### config.mk
export PLATFORM = sky130hd
export DESIGN_NAME = approx_add_err_accum_flat
export DESIGN_NICKNAME = d
export VERILOG_FILES = /design/src/rtl/approx_add_err_accum_if.sv /design/src/rtl/approx_add_err_accum.sv /design/src/flat_wrapper.sv
export SDC_FILE = /design/constraint.sdc
export NUM_CORES = 1
export LEC_CHECK = 0
export CORE_ASPECT_RATIO = 0.5
export CORE_MARGIN = 3
export CORE_UTILIZATION = 50
export DETAILED_ROUTE_END_ITERATION = 10
export PLACE_DENSITY = 0.7
export SLEW_MARGIN = 10
export SYNTH_ARGS = -nofsm -noshare
export SYNTH_HDL_FRONTEND = slang
export SYNTH_SLANG_ARGS = --single-unit
### constraint.sdc
create_clock -name clk -period 9.4 [get_ports clk]
set_clock_uncertainty 0.1 [all_clocks]
set_input_delay 0.94 -clock clk [delete_from_list [all_inputs] [get_ports clk]]
set_output_delay 0.94 -clock clk [all_outputs]
set_load 0.02 [all_outputs]
### src/rtl/approx_add_err_accum_if.sv
// rtl/approx_add_err_accum_if.sv - sample, control and result signals of the adder error accumulator
interface approx_add_err_accum_if #(
    parameter int W     = 16,
    parameter int LOG2N = 10
);
    logic                    start;
    logic                    in_valid;
    logic                    in_ready;
    logic [W-1:0]            IN1;
    logic [W-1:0]            IN2;
    logic [W:0]              approx_sum;
    logic                    busy;
    logic                    res_valid;
    logic                    res_ready;
    logic [W+LOG2N:0]        sum_abs;
    logic [2*W+1+LOG2N:0]    sum_sq;
    logic [W:0]              max_abs;
    logic [LOG2N:0]          err_cnt;

    modport master (
        output start, in_valid, IN1, IN2, approx_sum, res_ready,
        input  in_ready, busy, res_valid, sum_abs, sum_sq, max_abs, err_cnt
    );

    modport slave (
        input  start, in_valid, IN1, IN2, approx_sum, res_ready,
        output in_ready, busy, res_valid, sum_abs, sum_sq, max_abs, err_cnt
    );
endinterface

### src/rtl/approx_add_err_accum.sv
// rtl/approx_add_err_accum.sv - error statistics (sum|e|, sum e^2, max|e|, nonzero count) for an approximate adder
module approx_add_err_accum #(
    parameter int W     = 16,
    parameter int LOG2N = 10
) (
    input  logic                   clk,
    input  logic                   rst,
    approx_add_err_accum_if.slave  bus
);
    localparam int CW  = LOG2N + 1;
    localparam int SAW = W + 1 + LOG2N;
    localparam int SSW = 2 * W + 2 + LOG2N;
    localparam logic [CW-1:0] N_LAST = CW'((1 << LOG2N) - 1);

    typedef enum logic [1:0] {IDLE, RUN, DRAIN, DONE} state_t;

    state_t           state;
    logic [CW-1:0]    cnt;
    logic             in_ready_q;
    logic             busy_q;
    logic             res_valid_q;

    logic             v1;
    logic [W+1:0]     e1;
    logic             v2;
    logic [W:0]       abs2;
    logic [2*W+1:0]   sq2;
    logic             nz2;

    logic [SAW-1:0]   sum_abs_q;
    logic [SSW-1:0]   sum_sq_q;
    logic [W:0]       max_abs_q;
    logic [CW-1:0]    err_cnt_q;

    logic             hs;
    logic             acc_clr;
    logic [W:0]       exact_c;
    logic [W+1:0]     e_c;
    logic [W+1:0]     neg_e1;
    logic [W:0]       abs_c;
    logic [2*W+1:0]   sq_c;

    assign hs      = bus.in_valid & in_ready_q;
    assign acc_clr = (state == IDLE) & bus.start;

    // Exact sum is one bit wider than the operands; the error needs one more bit for its sign.
    assign exact_c = {1'b0, bus.IN1} + {1'b0, bus.IN2};
    assign e_c     = {1'b0, bus.approx_sum} - {1'b0, exact_c};
    assign neg_e1  = -e1;
    assign abs_c   = e1[W+1] ? neg_e1[W:0] : e1[W:0];
    assign sq_c    = {{(W+1){1'b0}}, abs_c} * {{(W+1){1'b0}}, abs_c};

    // Run control: counts accepted samples, waits for the pipeline to empty, then holds the result.
    always_ff @(posedge clk or posedge rst) begin
        if (rst) begin
            state       <= IDLE;
            cnt         <= '0;
            in_ready_q  <= 1'b0;
            busy_q      <= 1'b0;
            res_valid_q <= 1'b0;
        end else begin
            case (state)
                IDLE: begin
                    if (bus.start) begin
                        cnt        <= '0;
                        state      <= RUN;
                        in_ready_q <= 1'b1;
                        busy_q     <= 1'b1;
                    end
                end
                RUN: begin
                    if (hs) begin
                        cnt <= cnt + CW'(1);
                        if (cnt == N_LAST) begin
                            state      <= DRAIN;
                            in_ready_q <= 1'b0;
                        end
                    end
                end
                DRAIN: begin
                    if (!v1 && !v2) begin
                        state       <= DONE;
                        busy_q      <= 1'b0;
                        res_valid_q <= 1'b1;
                    end
                end
                DONE: begin
                    if (bus.res_ready) begin
                        state       <= IDLE;
                        res_valid_q <= 1'b0;
                    end
                end
                default: begin
                    state       <= IDLE;
                    in_ready_q  <= 1'b0;
                    busy_q      <= 1'b0;
                    res_valid_q <= 1'b0;
                end
            endcase
        end
    end

    // Two pipeline stages: signed error, then magnitude, square and nonzero flag.
    always_ff @(posedge clk or posedge rst) begin
        if (rst) begin
            v1   <= 1'b0;
            e1   <= '0;
            v2   <= 1'b0;
            abs2 <= '0;
            sq2  <= '0;
            nz2  <= 1'b0;
        end else begin
            v1 <= hs;
            if (hs) begin
                e1 <= e_c;
            end
            v2 <= v1;
            if (v1) begin
                abs2 <= abs_c;
                sq2  <= sq_c;
                nz2  <= (e1 != '0);
            end
        end
    end

    // Accumulators are cleared by start and widened so a full run of worst-case samples cannot wrap.
    always_ff @(posedge clk or posedge rst) begin
        if (rst) begin
            sum_abs_q <= '0;
            sum_sq_q  <= '0;
            max_abs_q <= '0;
            err_cnt_q <= '0;
        end else if (acc_clr) begin
            sum_abs_q <= '0;
            sum_sq_q  <= '0;
            max_abs_q <= '0;
            err_cnt_q <= '0;
        end else if (v2) begin
            sum_abs_q <= sum_abs_q + SAW'(abs2);
            sum_sq_q  <= sum_sq_q + SSW'(sq2);
            if (abs2 > max_abs_q) begin
                max_abs_q <= abs2;
            end
            err_cnt_q <= err_cnt_q + CW'(nz2);
        end
    end

    assign bus.in_ready  = in_ready_q;
    assign bus.busy      = busy_q;
    assign bus.res_valid = res_valid_q;
    assign bus.sum_abs   = sum_abs_q;
    assign bus.sum_sq    = sum_sq_q;
    assign bus.max_abs   = max_abs_q;
    assign bus.err_cnt   = err_cnt_q;
endmodule

### src/flat_wrapper.sv
// flat-port wrapper written by rule: the top's interface ports become plain ports
module approx_add_err_accum_flat 
#(
    parameter int W     = 16,
    parameter int LOG2N = 10
)
  (clk, rst, bus_start, bus_in_valid, bus_IN1, bus_IN2, bus_approx_sum, bus_res_ready, bus_in_ready, bus_busy, bus_res_valid, bus_sum_abs, bus_sum_sq, bus_max_abs, bus_err_cnt);
  approx_add_err_accum_if #(.W(W), .LOG2N(LOG2N)) bus_i ();
  input  logic clk;
  input  logic rst;
  input wire logic [$bits(bus_i.start)-1:0] bus_start;
  input wire logic [$bits(bus_i.in_valid)-1:0] bus_in_valid;
  input wire logic [$bits(bus_i.IN1)-1:0] bus_IN1;
  input wire logic [$bits(bus_i.IN2)-1:0] bus_IN2;
  input wire logic [$bits(bus_i.approx_sum)-1:0] bus_approx_sum;
  input wire logic [$bits(bus_i.res_ready)-1:0] bus_res_ready;
  output wire logic [$bits(bus_i.in_ready)-1:0] bus_in_ready;
  output wire logic [$bits(bus_i.busy)-1:0] bus_busy;
  output wire logic [$bits(bus_i.res_valid)-1:0] bus_res_valid;
  output wire logic [$bits(bus_i.sum_abs)-1:0] bus_sum_abs;
  output wire logic [$bits(bus_i.sum_sq)-1:0] bus_sum_sq;
  output wire logic [$bits(bus_i.max_abs)-1:0] bus_max_abs;
  output wire logic [$bits(bus_i.err_cnt)-1:0] bus_err_cnt;
  assign bus_i.start = bus_start;
  assign bus_i.in_valid = bus_in_valid;
  assign bus_i.IN1 = bus_IN1;
  assign bus_i.IN2 = bus_IN2;
  assign bus_i.approx_sum = bus_approx_sum;
  assign bus_i.res_ready = bus_res_ready;
  assign bus_in_ready = bus_i.in_ready;
  assign bus_busy = bus_i.busy;
  assign bus_res_valid = bus_i.res_valid;
  assign bus_sum_abs = bus_i.sum_abs;
  assign bus_sum_sq = bus_i.sum_sq;
  assign bus_max_abs = bus_i.max_abs;
  assign bus_err_cnt = bus_i.err_cnt;
  approx_add_err_accum #(.W(W), .LOG2N(LOG2N)) u_core (.clk(clk), .rst(rst), .bus(bus_i));
endmodule
After elaboration in Yosys (flattened, before gate mapping)
Cells that the tools add are included.
Word-level totals
  flip-flop bits (word level): 187
Operators by class
  reduce and logical (&&, ||, !) cells: 16
  $mul: 1
  bitwise operators: 2
  add/subtract/negate cells: 7
  $lt $le $gt $ge: 1
  muxes and demuxes: 28
  eq/ne operators: 9
Operators by type and width (count)
  44-bit 2-to-1 mux: 2
  17-bit 2-to-1 mux: 4
  27-bit 2-to-1 mux: 2
  44-bit by 34-bit adder with 44-bit output: 1
  11-bit 2-to-1 mux: 4
  17-bit by 17-bit multiplier with 34-bit output: 1
  27-bit by 17-bit adder with 27-bit output: 1
  11-bit one-hot mux with 2 select lines: 1
  18-bit nonzero test: 1
  17-bit by 17-bit subtractor with 18-bit output: 1
  16-bit by 16-bit adder with 17-bit output: 1
  17-bit greater-than comparator: 1
  17-bit negator: 1
  11-bit by 1-bit adder with 11-bit output: 1
  11-bit by 1-bit adder with 11-bit output (second input constant): 1
  11-bit by 10-bit == test with 1-bit output (second input constant): 1
  2-bit 2-to-1 mux: 5
  2-bit nonzero test: 5
  3-bit AND reduction: 3
  2-bit one-hot mux with 4 select lines: 1
  1-bit 2-to-1 mux: 6
  2-bit by 1-bit != test with 1-bit output (second input constant): 3
  1-bit one-hot mux with 2 select lines: 3
  5-bit AND reduction: 1
  9 further kinds: 13

Logic depth before layout (Yosys ltp)
  depth after elaboration: 4
  gate-level depth with buffers: 30

Least setup slack after synthesis
Ideal clock, no wire load.
  path type: register -> register
  start point: register u_core.e1[2]
  end point: register u_core.sq2[30]
  clock period less this slack: 7749 ps
  arrival time: 7524 ps
  library setup time: 125 ps
  stages on the path, launching flop included: 26
  slack: 1651 ps
  path through: dfrtp_1 -> nor4_2 -> nand3_1 -> or4_1 -> nand2_1 -> xor2_1 -> clkbuf_1 -> nor2_1 -> fa_1 -> fa_1 -> fa_1 -> fa_1 -> fa_1 -> inv_1 -> fa_1 -> inv_1 -> ha_1 -> and3_1 -> and3_1 -> a22oi_1 -> nand3_1 -> a2bb2oi_1 -> a311o_1 -> a31oi_1 -> xnor2_1 -> mux2_2
On the way
  word-level cells in the longest chain between the ends: 3
RTL lines
  start, declared: line approx_add_err_accum.sv:24  | logic [W+1:0] e1;
  start signal, assigned: line approx_add_err_accum.sv:107  | e1 <= '0;
  start signal, assigned: line approx_add_err_accum.sv:115  | e1 <= e_c;
  17-bit negator: line approx_add_err_accum.sv:49  | assign neg_e1 = -e1;
  17-bit 2-to-1 mux *: line approx_add_err_accum.sv:50  | assign abs_c = e1[W+1] ? neg_e1[W:0] : e1[W:0];
  17-bit by 17-bit multiplier with 34-bit output *: line approx_add_err_accum.sv:51  | assign sq_c = {{(W+1){1'b0}}, abs_c} * {{(W+1){1'b0}}, abs_c};
  end signal, assigned: line approx_add_err_accum.sv:120  | sq2 <= sq_c;
  end, declared: line approx_add_err_accum.sv:27  | logic [2*W+1:0] sq2;
Every way passes the cells marked *; elsewhere a longest branch is shown, timed or not.
A chain may end at the register's enable or synchronous reset.

Worst setup path after layout
  start point: register u_core.e1[0]
  end point: register u_core.sq2[32]
The elaborated chain is that of the path after synthesis.

==> Flow_metrics.wiki <==
{| class="wikitable"
! Metric !! Value
|-
| Slowest Stage Delay on Critical Path || just under 0.7 ns
|-
| Fraction of final layout cells sized beyond drive strength 1 || under 10%
|-
| Class of the tightest hold or removal check || flop to flop
|-
| Data arrival, critical path || slightly below 9 ns
|-
| Maximum buffer depth of the clock tree || 2
|-
| DRC marker count from the first detailed-route iteration || approximately 1200
|-
| Final total negative setup slack || 0 ns
|-
| Hold Crit Start || u_core.sq2[19]
|-
| Worst-path clk slew || 0.08 ns
|-
| Initial standard-cell utilization of the core || between 50% and 60%
|-
| Final count of negative-setup-slack endpoints || 0
|-
| Total congestion overflow || 0
|-
| Top library cells by usage in the layout, fill and taps aside || inv_1 (357), nor2_1 (212), fa_1 (209), nand2_1 (204), ha_1 (199)
|-
| RR Endpoint || u_core.sq2[32]
|-
| Number of pins exceeding their max-slew limit in the final report || 0
|-
| Final cycle utilization of the critical path || 90.44%
|-
| Met2 track demand over resource || a little under two fifths
|-
| Via/cell ratio || roughly 5.4
|-
| Layout Nets || 2812
|-
| Kind of critical path || flop to flop
|-
| Synthesized flop and latch total || 185
|-
| Routed via count || around 16000
|-
| Final Wtd Congestion || between 0.8 and 0.9
|-
| Top Ports || roughly 160
|-
| Count of unresolved DRC violations after routing || 0
|-
| Run status || completed
|-
| Global routing met1 resource utilization || between 30% and 40%
|-
| GR Layer Usage met3 || 5.674%
|-
| Antenna violations before repair || 2
|-
| Horizontal die dimension || 288.7 microns
|-
| Clock tree from TritonCTS || done
|-
| Worst reg2reg path startpoint || u_core.e1[0]
|-
| DPL Wire Length || roughly 39 mm
|-
| Count of cells along the worst register-to-register path || 26
|-
| Placeable core area || between 0.03 and 0.04 sq mm
|-
| Maximum frequency from static timing analysis || between 100 and 150 MHz
|-
| Commonest non-fill, non-tap cell in the layout || inv_1
|-
| Global-route wire length before repair || 82.03 mm
|-
| Most heavily used metal layer in global routing || met2
|-
| Synthesized instance count || between 2000 and 2500
|-
| Kind of cell adding the most delay to the critical path || adder cells
|-
| Layout overhead on the synthesized area || 13.91%
|-
| Cell area after synthesis || 0.01998 sq mm
|-
| Worst slew margin || 20.95%
|-
| Max-cap violation count || 0
|-
| CTS sink count || 185
|-
| Async SR Flop Fraction || 100.0%
|-
| Worst-path fanout max || 12
|-
| Transition time at the pin with the least slew margin || around 1.2 ns
|-
| CTS HTree Levels || 4
|-
| Clock latency at the later pin of the worst-skew pair || between 0.4 and 0.5 ns
|-
| Cell row count || a little over 50
|-
| Cts-stage hold buffer count || 0
|-
| Setup fix buffers added after clock tree synthesis || 0
|-
| Final count of hold timing violations || 0
|-
| Pin count of the biggest net entering global routing || 120
|-
| Final Routed Wirelength || around 50 mm
|-
| Endpoint type of the worst setup path || flop
|-
| Worst hold margin || slightly above 0.4 ns
|-
| Predominant post-synthesis flop cell || dfrtp_1
|-
| Time the worst path needs with I/O delays and setup || 8.501 ns
|-
| Number of cells in the finished layout apart from fillers || between 2000 and 3000
|-
| Overall fraction of global-route tracks in use || 24.21%
|-
| Post-synth EDFFs || 0
|-
| Category of the worst setup path launch point || flop
|-
| Height of the die || between 100 and 150 microns
|-
| Resized cells post-CTS || 0
|-
| Die Area || around 0.043 sq mm
|-
| Endpoint of the worst hold-timing path || u_core.sq2[19]
|-
| Buffer and inverter count on the worst path || 5
|-
| Unrepaired setup endpoints after global routing || false
|-
| Number of nets produced by synthesis || 2674
|-
| Post-synthesis sequential area ratio || between 20% and 30%
|-
| Mean instance size in the synthesized netlist || between 9 and 10 sq um
|-
| Vias in the first global route || 15721
|-
| Post-detailed-route wirelength per cell || roughly 17 microns
|-
| Slowest cell on the critical path || xor2_1
|-
| Hold-critical path depth || 2
|-
| Warning count from the yosys run || 0
|-
| Inst Count DP || between 2000 and 3000
|-
| PortBufs || about 160
|-
| Most frequent CP cell || fa_1
|-
| Number of buffers inserted during clock tree synthesis || 17
|-
| Unique cell type count in the Yosys netlist || just under 80
|-
| Data required time at the worst endpoint || just under 10 ns
|-
| Number of search-and-repair iterations in the first detailed-routing pass || 5
|-
| Root buffer cell || clkbuf_16
|-
| Reg-to-reg slack, setup || ~0.9 ns
|-
| DRT antenna net count || 0
|}
layout make-up:
| class | instances | area (sq um) |
|---|---|---|
| Sequential cell | 185 | 4632 |
| Antenna cell | 1 | 2.502 |
| Clock buffer | 18 | 429.2 |
| Inverter | 367 | 1385 |
| Fill cell | 3516 | 16420 |
| Multi-Input combinational cell | 1602 | 13760 |
| Clock inverter | 14 | 177.7 |
| Timing Repair Buffer | 177 | 1717 |
| Tap cell | 530 | 663.1 |
cells by family (layout without fill, tap and decap cells):
family	Yosys count	after routing	share of synthesized area (%)
simple gates	589	589	13.08
buf+inv	425	576	8.003
compound gates	417	417	13.56
fa+ha+maj	408	408	33.40
flops	185	185	23.17
xor+xnor	122	122	5.348
mux	66	66	3.444
other cells	0	1	0
worst reg2reg max path, cell delays in order, from the launching register on:
cell and delay (ns):
dfrtp_1 0.66, clkinv_1 0.22, ha_1 0.30, nand2_1 0.08, nand2_1 0.06, xor2_1 0.68
inv_1 0.54, nand2_1 0.28, fa_1 0.44, inv_1 0.09, fa_1 0.45, fa_1 0.52
fa_1 0.52, fa_1 0.55, inv_1 0.06, fa_1 0.52, inv_1 0.04, ha_1 0.36
and3_1 0.24, and3_1 0.20, a22oi_1 0.17, nand3_1 0.15, a2bb2oi_1 0.21, a311o_1 0.38
a221oi_1 0.36, nand4b_1 0.13, o311ai_1 0.09
sequential cells by signal (all words and copies together) (netlist names):
register and cells:
u_core.v1 1, u_core.bus.max_abs 17, u_core.bus.err_cnt 11, u_core.bus.sum_sq 44, u_core.sq2 33, u_core.e1 18, u_core.bus.busy 1, u_core.state 2
u_core.nz2 1, u_core.v2 1, u_core.cnt 11, u_core.bus.res_valid 1, u_core.bus.in_ready 1, u_core.bus.sum_abs 27, u_core.abs2 16
metal layers:
metal	up-vias	wire [microns]
met2	441	21940
met5	-	11
li1	7564	-
met1	7607	23920
met4	2	655
met3	57	3292
cell usage after synthesis, types with 6 or more instances:
cell type  instances  share of area, %
a211oi_1          18              0.68
a21boi_0           6              0.23
a21o_1            58               2.2
a21oi_1          122               3.1
a31oi_1           13              0.41
and2_1             7              0.22
and3_1            22              0.69
and4_1             7              0.31
buf_1              8              0.15
clkbuf_1          47              0.88
clkinv_1           7              0.13
dfrtp_1          185                23
fa_1             209                21
ha_1             199                12
inv_1            358               6.7
mux2_2            22               1.2
mux2i_1           44               2.2
nand2_1          204               3.8
nand2b_1          14              0.44
nand3_1           31              0.78
nand4_1           19              0.59
nor2_1           212               4.0
nor2b_1           17              0.53
nor3_1            25              0.63
o21a_1            18              0.68
o21ai_0           92               2.3
o21ai_1            9              0.23
o21bai_1           8              0.30
o31ai_1            9              0.34
or3_1             17              0.53
xnor2_1           72               3.2
xor2_1            50               2.2
how the worst max path moves through the flow:
stage / cells past startpoint / slack, ns / to / start
global route: 27 / 0.52 / u_core.sq2[32] / u_core.e1[2]
CTS: 26 / 1.02 / u_core.sq2[30] / u_core.e1[0]
detailed placement: 27 / 1.04 / u_core.sq2[32] / u_core.e1[2]
finish: 26 / 0.90 / u_core.sq2[32] / u_core.e1[0]
global placement: 27 / 1.09 / u_core.sq2[30] / u_core.e1[2]
floorplan: 25 / 1.65 / u_core.sq2[30] / u_core.e1[2]
through the flow:
stage	worst slack [ns]	util, %	instance area (sq um)
finish	0.8989	58.10	22760
floorplan	1.651	-	19980
global placement	1.094	56.54	22150
detailed placement	1.039	56.54	22150
CTS	1.025	58.09	22760
global route	0.5228	58.09	22760
Power is left out: the tool's default activity adds up to more than one toggle a clock period on the data nets, which glitch-free logic cannot reach.
